==> config.mk <==
export PLATFORM = sky130hd
export DESIGN_NAME = fetch_ctrl_flat
export DESIGN_NICKNAME = d
export VERILOG_FILES = /design/src/rtl/fetch_ctrl_if.sv /design/src/rtl/fetch_ctrl.sv /design/src/flat_wrapper.sv
export SDC_FILE = /design/constraint.sdc
export NUM_CORES = 1
export LEC_CHECK = 0
export BUFFER_PORTS_ARGS = -buffer_cell sky130_fd_sc_hd__buf_4
export CAP_MARGIN = 20
export CORE_MARGIN = 3
export CORE_UTILIZATION = 34
export DETAILED_ROUTE_END_ITERATION = 10
export PLACE_DENSITY = 0.63
export SYNTH_ARGS = -nofsm -noshare
export SYNTH_HDL_FRONTEND = slang
export SYNTH_SLANG_ARGS = --single-unit
==> constraint.sdc <==
create_clock -name clk -period 2.6 [get_ports clk]
set_input_delay 0.52 -clock clk [delete_from_list [all_inputs] [get_ports clk]]
set_output_delay 0.52 -clock clk [all_outputs]
set_load 0.005 [all_outputs]
==> src/rtl/fetch_ctrl_if.sv <==
// Instruction-memory request/acknowledge bus between the fetch sequencer and imem.
interface fetch_ctrl_if;
    logic        imem_req;
    logic [31:0] imem_addr;
    logic        imem_ack;
    logic [31:0] imem_rdata;

    modport master (
        output imem_req,
        output imem_addr,
        input  imem_ack,
        input  imem_rdata
    );

    modport slave (
        input  imem_req,
        input  imem_addr,
        output imem_ack,
        output imem_rdata
    );
endinterface

==> src/rtl/fetch_ctrl.sv <==
// Fetch sequencer: one outstanding imem request, one-entry output slot to decode,
// redirect handling that discards an in-flight wrong-path response.
module fetch_ctrl #(
    parameter logic [31:0] PC_INIT = 32'hBFC0_0000
) (
    input  logic               clk,
    input  logic               rst,
    input  logic               stall,
    input  logic               redirect,
    input  logic [31:0]        redirect_pc,
    fetch_ctrl_if.master       imem,
    output logic               if_valid,
    output logic [31:0]        if_pc,
    output logic [31:0]        if_instr,
    output logic [31:0]        if_npc
);

    typedef enum logic [1:0] {
        S_RUN  = 2'd0,
        S_WAIT = 2'd1,
        S_KILL = 2'd2
    } state_t;

    state_t      state_r, state_n;
    logic [31:0] pc_r, pc_n;
    logic [31:0] tgt_r, tgt_n;
    logic        if_valid_r, if_valid_n;
    logic [31:0] if_pc_r, if_pc_n;
    logic [31:0] if_instr_r, if_instr_n;

    logic        consume_s;
    logic        free_next_s;
    logic        req_s;
    logic        ack_s;
    logic [31:0] target_s;

    assign consume_s   = if_valid_r & ~stall;
    assign free_next_s = ~if_valid_r | consume_s;
    assign target_s    = redirect_pc & 32'hFFFF_FFFC;
    // imem_ack is meaningless without an outstanding request
    assign ack_s       = req_s & imem.imem_ack;

    // Mealy request: a new fetch in S_RUN only when the slot will be free; held while outstanding
    always_comb begin
        req_s = 1'b0;
        if (rst) begin
            req_s = 1'b0;
        end else begin
            case (state_r)
                S_RUN:   req_s = free_next_s & ~redirect;
                S_WAIT:  req_s = 1'b1;
                S_KILL:  req_s = 1'b1;
                default: req_s = 1'b0;
            endcase
        end
    end

    // Next-state, pc, redirect target and output-slot update
    always_comb begin
        state_n    = state_r;
        pc_n       = pc_r;
        tgt_n      = tgt_r;
        if_valid_n = if_valid_r;
        if_pc_n    = if_pc_r;
        if_instr_n = if_instr_r;
        case (state_r)
            S_RUN: begin
                if (redirect) begin
                    pc_n       = target_s;
                    if_valid_n = 1'b0;
                end else if (ack_s) begin
                    if_pc_n    = pc_r;
                    if_instr_n = imem.imem_rdata;
                    if_valid_n = 1'b1;
                    pc_n       = pc_r + 32'd4;
                end else if (req_s) begin
                    // request implies the slot was empty or is being consumed now
                    state_n    = S_WAIT;
                    if_valid_n = 1'b0;
                end else begin
                    if_valid_n = if_valid_r;
                end
            end
            S_WAIT: begin
                if_valid_n = 1'b0;
                if (ack_s) begin
                    state_n = S_RUN;
                    if (redirect) begin
                        pc_n = target_s;
                    end else begin
                        if_pc_n    = pc_r;
                        if_instr_n = imem.imem_rdata;
                        if_valid_n = 1'b1;
                        pc_n       = pc_r + 32'd4;
                    end
                end else if (redirect) begin
                    tgt_n   = target_s;
                    state_n = S_KILL;
                end else begin
                    state_n = S_WAIT;
                end
            end
            S_KILL: begin
                if_valid_n = 1'b0;
                if (redirect) begin
                    tgt_n = target_s;
                end else begin
                    tgt_n = tgt_r;
                end
                if (ack_s) begin
                    pc_n    = redirect ? target_s : tgt_r;
                    state_n = S_RUN;
                end else begin
                    state_n = S_KILL;
                end
            end
            default: begin
                state_n    = S_RUN;
                if_valid_n = 1'b0;
            end
        endcase
    end

    // State and datapath registers with synchronous reset
    always_ff @(posedge clk) begin
        if (rst) begin
            state_r    <= S_RUN;
            pc_r       <= PC_INIT;
            tgt_r      <= 32'd0;
            if_valid_r <= 1'b0;
            if_pc_r    <= 32'd0;
            if_instr_r <= 32'd0;
        end else begin
            state_r    <= state_n;
            pc_r       <= pc_n;
            tgt_r      <= tgt_n;
            if_valid_r <= if_valid_n;
            if_pc_r    <= if_pc_n;
            if_instr_r <= if_instr_n;
        end
    end

    assign imem.imem_req  = req_s;
    assign imem.imem_addr = pc_r;
    assign if_valid       = if_valid_r;
    assign if_pc          = if_pc_r;
    assign if_instr       = if_instr_r;
    assign if_npc         = if_pc_r + 32'd4;

endmodule
==> src/flat_wrapper.sv <==
// flat-port wrapper written by rule: the top's interface ports become plain ports
module fetch_ctrl_flat 
#(
    parameter logic [31:0] PC_INIT = 32'hBFC0_0000
)
  (clk, rst, stall, redirect, redirect_pc, if_valid, if_pc, if_instr, if_npc, imem_imem_req, imem_imem_addr, imem_imem_ack, imem_imem_rdata);
  fetch_ctrl_if imem_i ();
  input  logic clk;
  input  logic rst;
  input  logic stall;
  input  logic redirect;
  input  logic [31:0] redirect_pc;
  output logic if_valid;
  output logic [31:0] if_pc;
  output logic [31:0] if_instr;
  output logic [31:0] if_npc;
  output wire logic [$bits(imem_i.imem_req)-1:0] imem_imem_req;
  output wire logic [$bits(imem_i.imem_addr)-1:0] imem_imem_addr;
  input wire logic [$bits(imem_i.imem_ack)-1:0] imem_imem_ack;
  input wire logic [$bits(imem_i.imem_rdata)-1:0] imem_imem_rdata;
  assign imem_imem_req = imem_i.imem_req;
  assign imem_imem_addr = imem_i.imem_addr;
  assign imem_i.imem_ack = imem_imem_ack;
  assign imem_i.imem_rdata = imem_imem_rdata;
  fetch_ctrl #(.PC_INIT(PC_INIT)) u_core (.clk(clk), .rst(rst), .stall(stall), .redirect(redirect), .redirect_pc(redirect_pc), .imem(imem_i), .if_valid(if_valid), .if_pc(if_pc), .if_instr(if_instr), .if_npc(if_npc));
endmodule
## Yosys cells after proc, flatten, opt, wreduce, memory -nomap -nowiden

Cells that the tools add are included.

| cells by class | value |
|---|---|
| $add $sub $neg | 2 |
| equality and inequality tests | 12 |
| multipliers | 0 |
| div/mod/pow operators | 0 |
| muxes and demuxes | 34 |
| bitwise operators | 7 |
| shift-type cells | 0 |
| $lt $le $gt $ge | 0 |
| reduce and logical (&&, ||, !) cells | 9 |

Operators by type and width:

| kind | count |
|---|---|
| $mux 32 | 15 |
| $pmux 32 s2 | 3 |
| $pmux 32 s3 | 1 |
| $add 32x3->32 const B | 2 |
| $mux 2 | 6 |
| $ne 2x1->1 const B | 4 |
| $ne 2x2->1 const B | 4 |
| $mux 1 | 6 |
| $pmux 2 s3 | 1 |
| $reduce_and 5->1 | 1 |
| $ne 4x2->1 const B | 1 |
| $pmux 1 s2 | 2 |
| $reduce_and 4->1 | 1 |
| $reduce_bool 2->1 | 2 |
| $and 1x1->1 | 3 |
| $ne 3x2->1 const B | 1 |
| $not 1->1 | 3 |
| $reduce_and 3->1 | 1 |
| $reduce_bool 3->1 | 1 |
| $eq 2x1->1 const B | 1 |
| $eq 2x2->1 const B | 1 |
| $logic_not 2->1 | 1 |
| $reduce_and 2->1 | 1 |
| $reduce_or 2->1 | 1 |
| $or 1x1->1 | 1 |

| word-level totals | value |
|---|---|
| bits in registers | 131 |
| latch bits | 0 |
| memories kept | 0 |
| output and inout port bits | 130 |
| bits of input ports | 69 |
| bits in read-only memories | 0 |
| bits in writable memories | 0 |
| word-level logic and storage cells | 70 |

## Depth between registers and ports, before layout

Gate-level depths: netlist of run 1.

| depth | value |
|---|---|
| depth after elaboration | 10 |
| gate-level depth with buffers | 9 |
| mapped depth without buffers | 7 |

## Worst setup path before layout of run 1

Ideal clock, no wire load.

| timing | value |
|---|---|
| path type | register -> output |
| start | reg u_core.if_pc_r[2] (netlist: u_core.if_pc[2]) |
| end | out if_npc[22] |
| setup slack | 0.425 ns |
| data required time | 2.080 ns |
| cell stages (with the launch flop) | 7 |
| arrival time | 1.655 ns |
| path through | dfxtp_1 ha_1 and4_1 and4_1 nand2_1 or3_1 xnor2_1 |

| on the way | value |
|---|---|
| cells in the longest elaborated chain, start to end | 1 |

Ends and longest elaborated chain:

| element | RTL line | source |
|---|---|---|
| start, declared | fetch_ctrl.sv:28 | `logic [31:0] if_pc_r, if_pc_n;` |
| start signal, assigned | fetch_ctrl.sv:138 | `if_pc_r <= if_pc_n;` |
| $add 32x3->32 | fetch_ctrl.sv:148 | `assign if_npc = if_pc_r + 32'd4;` |
| end, declared | flat_wrapper.sv:16 | `output logic [31:0] if_npc;` |

Every way passes these cells.

## Worst setup path in the final report of run 1

Same ends and word-level chain as after synthesis.

==> metrics.txt, run 1 <==
Avg Cell Area, Syn around 7.5 um^2; max_slew headroom about 50%; Synthesis Warnings 0; # placed instances 1255; share of the synthesized area in the top cell type 41.0%; Sink Count roughly 130; synth cell count leaders nand2_1 (250), a21oi_1 (141), dfxtp_1 (131), clkbuf_1 (45), o21ai_0 (30); clk_skew between 10 and 15 ps; fin crit period roughly 2600 ps; PwrDens ~640 nW/um^2; Core Rows 49; Final ANT Viol Nets 0; CP Cell Sequence ha_4 > and4_4 > and4_4 > nand2_4 > or3_4 > xnor2_2 > buf_4; most numerous cell in the Yosys netlist nand2_1; worst min path class input port to register; R2R Path End u_core.if_instr[30]; die area 20500 um^2; Finished Core Util 49.0%; Post-Syn Area about 6400 um^2; cts bufs inserted 17; CTS Hold Buffers Added 0; Starting Density around a third; CP Buf/Inv Count 1; CP Launch Type register; fin crit share approximately 99%; antenna violations before repair 0; synth top area cells dfxtp_1 (41%), nand2_1 (15%), a21oi_1 (11%); Final nets between 1000 and 1500; ys flop type dfxtp_1; grt ovf 0; post-DR wirelength/cell 16.0 um; first-pass GRT wire length 32700 um; number of flops mapped to enable cells by yosys 0; fraction of layout cells with a size suffix above 1 about 29%; DIE WIDTH 143 um; Sequential Power Share 40.8%; post-route cell area slightly below 9000 um^2; count of state elements after synthesis about 130; IR drop worst, VDD approximately 0.45 mV; Cells after Synth 851; CTS tree built; dpl cell area approximately 8200 um^2; vias in the first global route a little over 6000; total track usage between 10% and 20%; FF-to-FF setup slack 380 ps; clock power share about two fifths; storage element area approximately 2600 um^2; Async SR Flop Fraction 0%; hold path depth 2; reg2reg start u_core.state_r[1]; largest net degree at the start of global routing between 60 and 70; CP dominant cell by count and4_4; first drt pass iteration count 5; Hold Vio Cnt, Final 0; Distinct cells, synth 62; Slew Viols, Final 0; Post-Layout Cell Count approximately 1300; Post-DP HPWL between 10000 and 15000 um; die height between 100 and 150 um; H-tree levels 4; Total Routed Length approximately 21000 um; kind of cell adding the most delay to the critical path simple AND/OR/NAND/NOR gates; combinational share of power between 15 and 20%; switching pwr 0.00163 W; CP Class register to primary output; clk buf depth 2; crit path to if_npc[22]; CP required approximately 2100 ps; P_leak 3.59 nW; area of the multi-input gates around 3600 um^2; Crit-path slowest cell dfxtp_2; largest stage delay on the critical path 350 ps; Ports 199; max frequency a little under 0.4 GHz; post-synth top area cell dfxtp_1; max_cap viols 0; antenna diode count 0; Setup crit end kind primary output; via/cell ratio roughly 5.1; R2R cell count 8; drt drc 0; CORE AREA 18200 um^2; final RePlAce weighted congestion roughly 0.81; clk slew on worst S/H paths approximately 60 ps; setup TNS 0 ps; WP data arrival between 2000 and 2500 ps; FILL cells approximately 1800; via count about 6600; Final Setup Violations 0; worst-margin pin slew around 750 ps; RSZ-0062 raised after global routing yes; critical path peak fanout 3; buffers added on ports just under 200; switching part of the total 28.5%; cell-internal power roughly 0.0041 W; 1st-iter DRT viols 502; CP startpoint u_core.if_pc[2]; Crit. path cell count 7; register area share after synthesis roughly 41%; synthesized net count 926; root buf cell clkbuf_16; status completed; synthesis-to-finish area growth 39.7%; Skew-Pair Late Insertion Delay between 400 and 500 ps
-- worst min path at each step --
| stage | startpoint | end | slack (ps) |
|---|---|---|---|
| 6_report | rst | u_core.tgt_r[21] | 330 |
| 5_1_grt | rst | u_core.tgt_r[21] | 320 |
| 4_1_cts | rst | u_core.tgt_r[21] | 310 |
| 3_5_place_dp | u_core.tgt_r[9] | u_core.tgt_r[9] | 440 |
| 3_3_place_gp | u_core.tgt_r[8] | u_core.tgt_r[8] | 440 |
| 2_1_floorplan | u_core.tgt_r[8] | u_core.tgt_r[8] | 430 |
-- layout by cell type, fill, tap and decap left out, types with 5 or more instances in the layout --
cell / count
o31a_1: 8
inv_1: 12
nand4_1: 15
xnor2_1: 17
buf_4: 235
nor2b_1: 7
nor3_1: 6
o32ai_1: 7
a21oi_1: 141
ha_1: 5
nor2_1: 27
and3_1: 9
clkbuf_1: 5
dfxtp_1: 122
dfxtp_2: 8
o21ai_0: 30
o31ai_1: 5
clkbuf_16: 17
nand2_1: 249
xor2_1: 10
nand3_1: 20
-- per-layer routing --
layer | track usage [%] | vias up | routed length [um]
met5 | 0 | - | 0
met4 | 7.05 | 0 | 371
met3 | 4.42 | 27 | 1360
met2 | 30.0 | 202 | 9280
met1 | 28.1 | 3027 | 9680
li1 | - | 3359 | -
-- final cells by class --
| class | count | share of cell area (%) |
|---|---|---|
| Inverter | 12 | 0.504 |
| Sequential cell | 131 | 29.5 |
| Multi-Input combinational cell | 650 | 40.1 |
| Tap cell | 229 | 3.21 |
| Clock buffer | 23 | 5.13 |
| Timing Repair Buffer | 239 | 20.7 |
| Clock inverter | 6 | 0.925 |
-- state kept, by name (all words and copies together) (netlist names) --
| name | cells |
|---|---|
| u_core.if_instr | 32 |
| u_core.if_pc | 32 |
| u_core.imem.imem_addr | 32 |
| u_core.tgt_r | 32 |
| u_core.state_r | 2 |
| u_core.if_valid | 1 |
-- what timing repair did --
| item | CTS | global route |
|---|---|---|
| resized for setup | 16 | 14 |
| hold endpoints to repair | 0 | 0 |
| pin swaps | 6 | 7 |
| buffers inserted | 4 | 2 |
| endpoints found under the setup margin | 15 | 15 |
| gates cloned | 0 | 0 |
-- cell families after synthesis --
logic type / count (synthesis) / share of synthesized area, %
buffers and inverters: 70 / 4.52
muxes: 3 / 0.489
xor gates and xnor gates: 29 / 3.97
AOI/OAI and AO/OA: 236 / 21.9
and+or+nand+nor: 376 / 26.9
DFF: 131 / 41.0
adders and majority gates: 6 / 1.17
-- power by group through the flow --
stage                     Combinational [W]  Sequential [W]  Clock, W
after global routing                0.00127         0.00236   0.00239
final                               0.00114         0.00234   0.00225
after global placement              0.00114         0.00237         0
after floorplan                    0.000602         0.00234         0
after detailed placement            0.00114         0.00238         0
after CTS                           0.00115         0.00233   0.00231
-- per-stage QoR --
stage	worst slack (ps)	hold WS (ps)	total power [W]
detailed placement	178	444	0.00352
global placement	241	440	0.00351
CTS	-71.1	306	0.00579
global route	-40.5	316	0.00601
floorplan	425	432	0.00294
finish	28.4	326	0.00572
No activity file was read; power rests on OpenSTA's default activity.
==> run 2, diff against run 1 <==
--- a/config.mk
+++ b/config.mk
@@ -6,7 +6,7 @@
 export NUM_CORES = 1
 export LEC_CHECK = 0
 export BUFFER_PORTS_ARGS = -buffer_cell sky130_fd_sc_hd__buf_4
-export CAP_MARGIN = 20
+export CORE_ASPECT_RATIO = 1.2
 export CORE_MARGIN = 3
 export CORE_UTILIZATION = 34
 export DETAILED_ROUTE_END_ITERATION = 10
==> constraint.sdc (replaced) <==
create_clock -name clk -period 2.6 [get_ports clk]
set_input_delay 0.39 -clock clk [delete_from_list [all_inputs] [get_ports clk]]
set_output_delay 0.39 -clock clk [all_outputs]
set_load 0.005 [all_outputs]
==> run 2 against run 1 <==
Effect of this change:
- clock power down 3%
- power is 1.1% lower
- flip-flop and latch count unchanged
- setup slack improved by 61 ps
- first-iteration DRC count is 24% lower
- hold slack worse by 100 ps
- largest cell class unchanged
- highest routed layer unchanged
==> metrics.txt, run 2 (synthesized netlist as in run 1, its figures left out) <==
status completed; via count approximately 6600; post-DR wirelength/cell approximately 16 um; IR drop worst, VDD ~0.44 mV; fin crit period 2510 ps; WP data arrival 2120 ps; worst min path class input port to register; CP Buf/Inv Count 1; vias in the first global route roughly 6000; Core Rows 54; Starting Density 34.9%; synthesis-to-finish area growth 38.2%; CP Launch Type register; Hold Vio Cnt, Final 0; fraction of layout cells with a size suffix above 1 27.3%; P_leak approximately 3.5 nW; Total Routed Length 20400 um; CORE AREA 18300 um^2; critical path peak fanout 5; Setup WS post-layout approximately 89 ps; clk buf depth 2; DIE WIDTH roughly 130 um; die area slightly above 20000 um^2; max_slew headroom between 40 and 50%; clk slew on worst S/H paths about 60 ps; kind of cell adding the most delay to the critical path simple AND/OR/NAND/NOR gates; Crit-path slowest cell dfxtp_4; CP dominant cell by count and4_4; worst-margin pin slew ~750 ps; CP required approximately 2200 ps; antenna diode count 0; die height between 150 and 200 um; Post-DP HPWL between 10000 and 15000 um; # placed instances 1273; total track usage 19.0%; CP Cell Sequence ha_4 > and4_4 > and4_4 > nand2_2 > or3_1 > xnor2_1 > buf_4; buffers added on ports 196; via/cell ratio around 5; PwrDens between 600 and 700 nW/um^2; Final Setup Violations 0; root buf cell clkbuf_16; antenna violations before repair 0; RSZ-0062 raised after global routing no; Final ANT Viol Nets 0; cts bufs inserted 17; Sink Count 131; first drt pass iteration count 6; Final nets between 1000 and 1500; largest net degree at the start of global routing 66; largest stage delay on the critical path 370 ps; Skew-Pair Late Insertion Delay approximately 420 ps; grt ovf 0; setup TNS 0 ps; max frequency about 0.40 GHz; clk_skew roughly 13 ps; max_cap viols 0; Slew Viols, Final 0; Ports a little under 200; most frequent cells in the layout nand2_1 (249), buf_4 (227), a21oi_1 (141), dfxtp_1 (126), o21ai_0 (30); most common cell after layout, fill and taps aside nand2_1; drt drc 0; first-pass GRT wire length between 30000 and 40000 um; Setup crit end kind primary output; CP Class register to primary output; Post-Place Worst Slack between 200 and 250 ps; 1st-iter DRT viols 380; fin crit share a little over nine tenths; Post-Layout Cell Count 1305; H-tree levels 4; final RePlAce weighted congestion slightly above 0.8; CTS tree built
==> run 2: repair_timing <==
item,4_1_cts,5_1_grt
pin swaps,0,2
setup buffers,0,3
hold buffers,0,0
setup endpoints to repair,9,7
resized for setup,11,6
==> run 2: area by class of cell <==
class	instances	area (um^2)
clock inverter	5	55.1
sequential	131	2630
multi-input combinational	650	3520
fill	1854	9480
inverter	12	45.0
timing repair buffer	231	1780
clock buffer	24	472
tap	252	315
==> run 2: metrics by stage <==
step | utilization (%) | power [W] | hold slack [ps] | area (um^2)
6_report | 48.2 | 0.00566 | 222 | 8830
5_1_grt | 48.2 | 0.00594 | 214 | 8830
4_1_cts | 48.0 | 0.00572 | 203 | 8790
3_5_place_dp | 45.0 | 0.00353 | 446 | 8240
3_3_place_gp | 45.0 | 0.00351 | 439 | 8240
2_1_floorplan | - | 0.00294 | 432 | 6390
==> run 2: path summary, 6_finish.rpt <==
path,cells past startpoint,endpoint,slack [ps],start
min,3,u_core.if_instr[16],220,imem_imem_rdata[16]
max,7,if_npc[22],90,u_core.if_pc[3]
min reg2reg,2,u_core.tgt_r[9],450,u_core.tgt_r[9]
max reg2reg,8,u_core.if_pc[9],340,u_core.state_r[0]
==> run 2: report_power, final <==
part | internal [W] | total (W) | leakage (nW) | switching (W)
Sequential | 0.00216 | 0.00232 | 1.07 | 0.000165
Clock | 0.00134 | 0.00218 | 0.252 | 0.000836
Combinational | 0.000519 | 0.00116 | 2.17 | 0.000637
Total | 0.00402 | 0.00566 | 3.49 | 0.00164
==> run 2: tightest hold or removal path, stage by stage <==
cell	delay [ps]
buf_4	110
nand2_1	40
a21oi_1	50
==> run 2: routing by layer <==
layer	part of all wire, %	GRT usage [%]	wire (um)
met1	46	24.8	9280
met2	47	31.0	9630
met3	5.0	4.29	1010
met4	2.1	7.30	430
met5	0	0	0
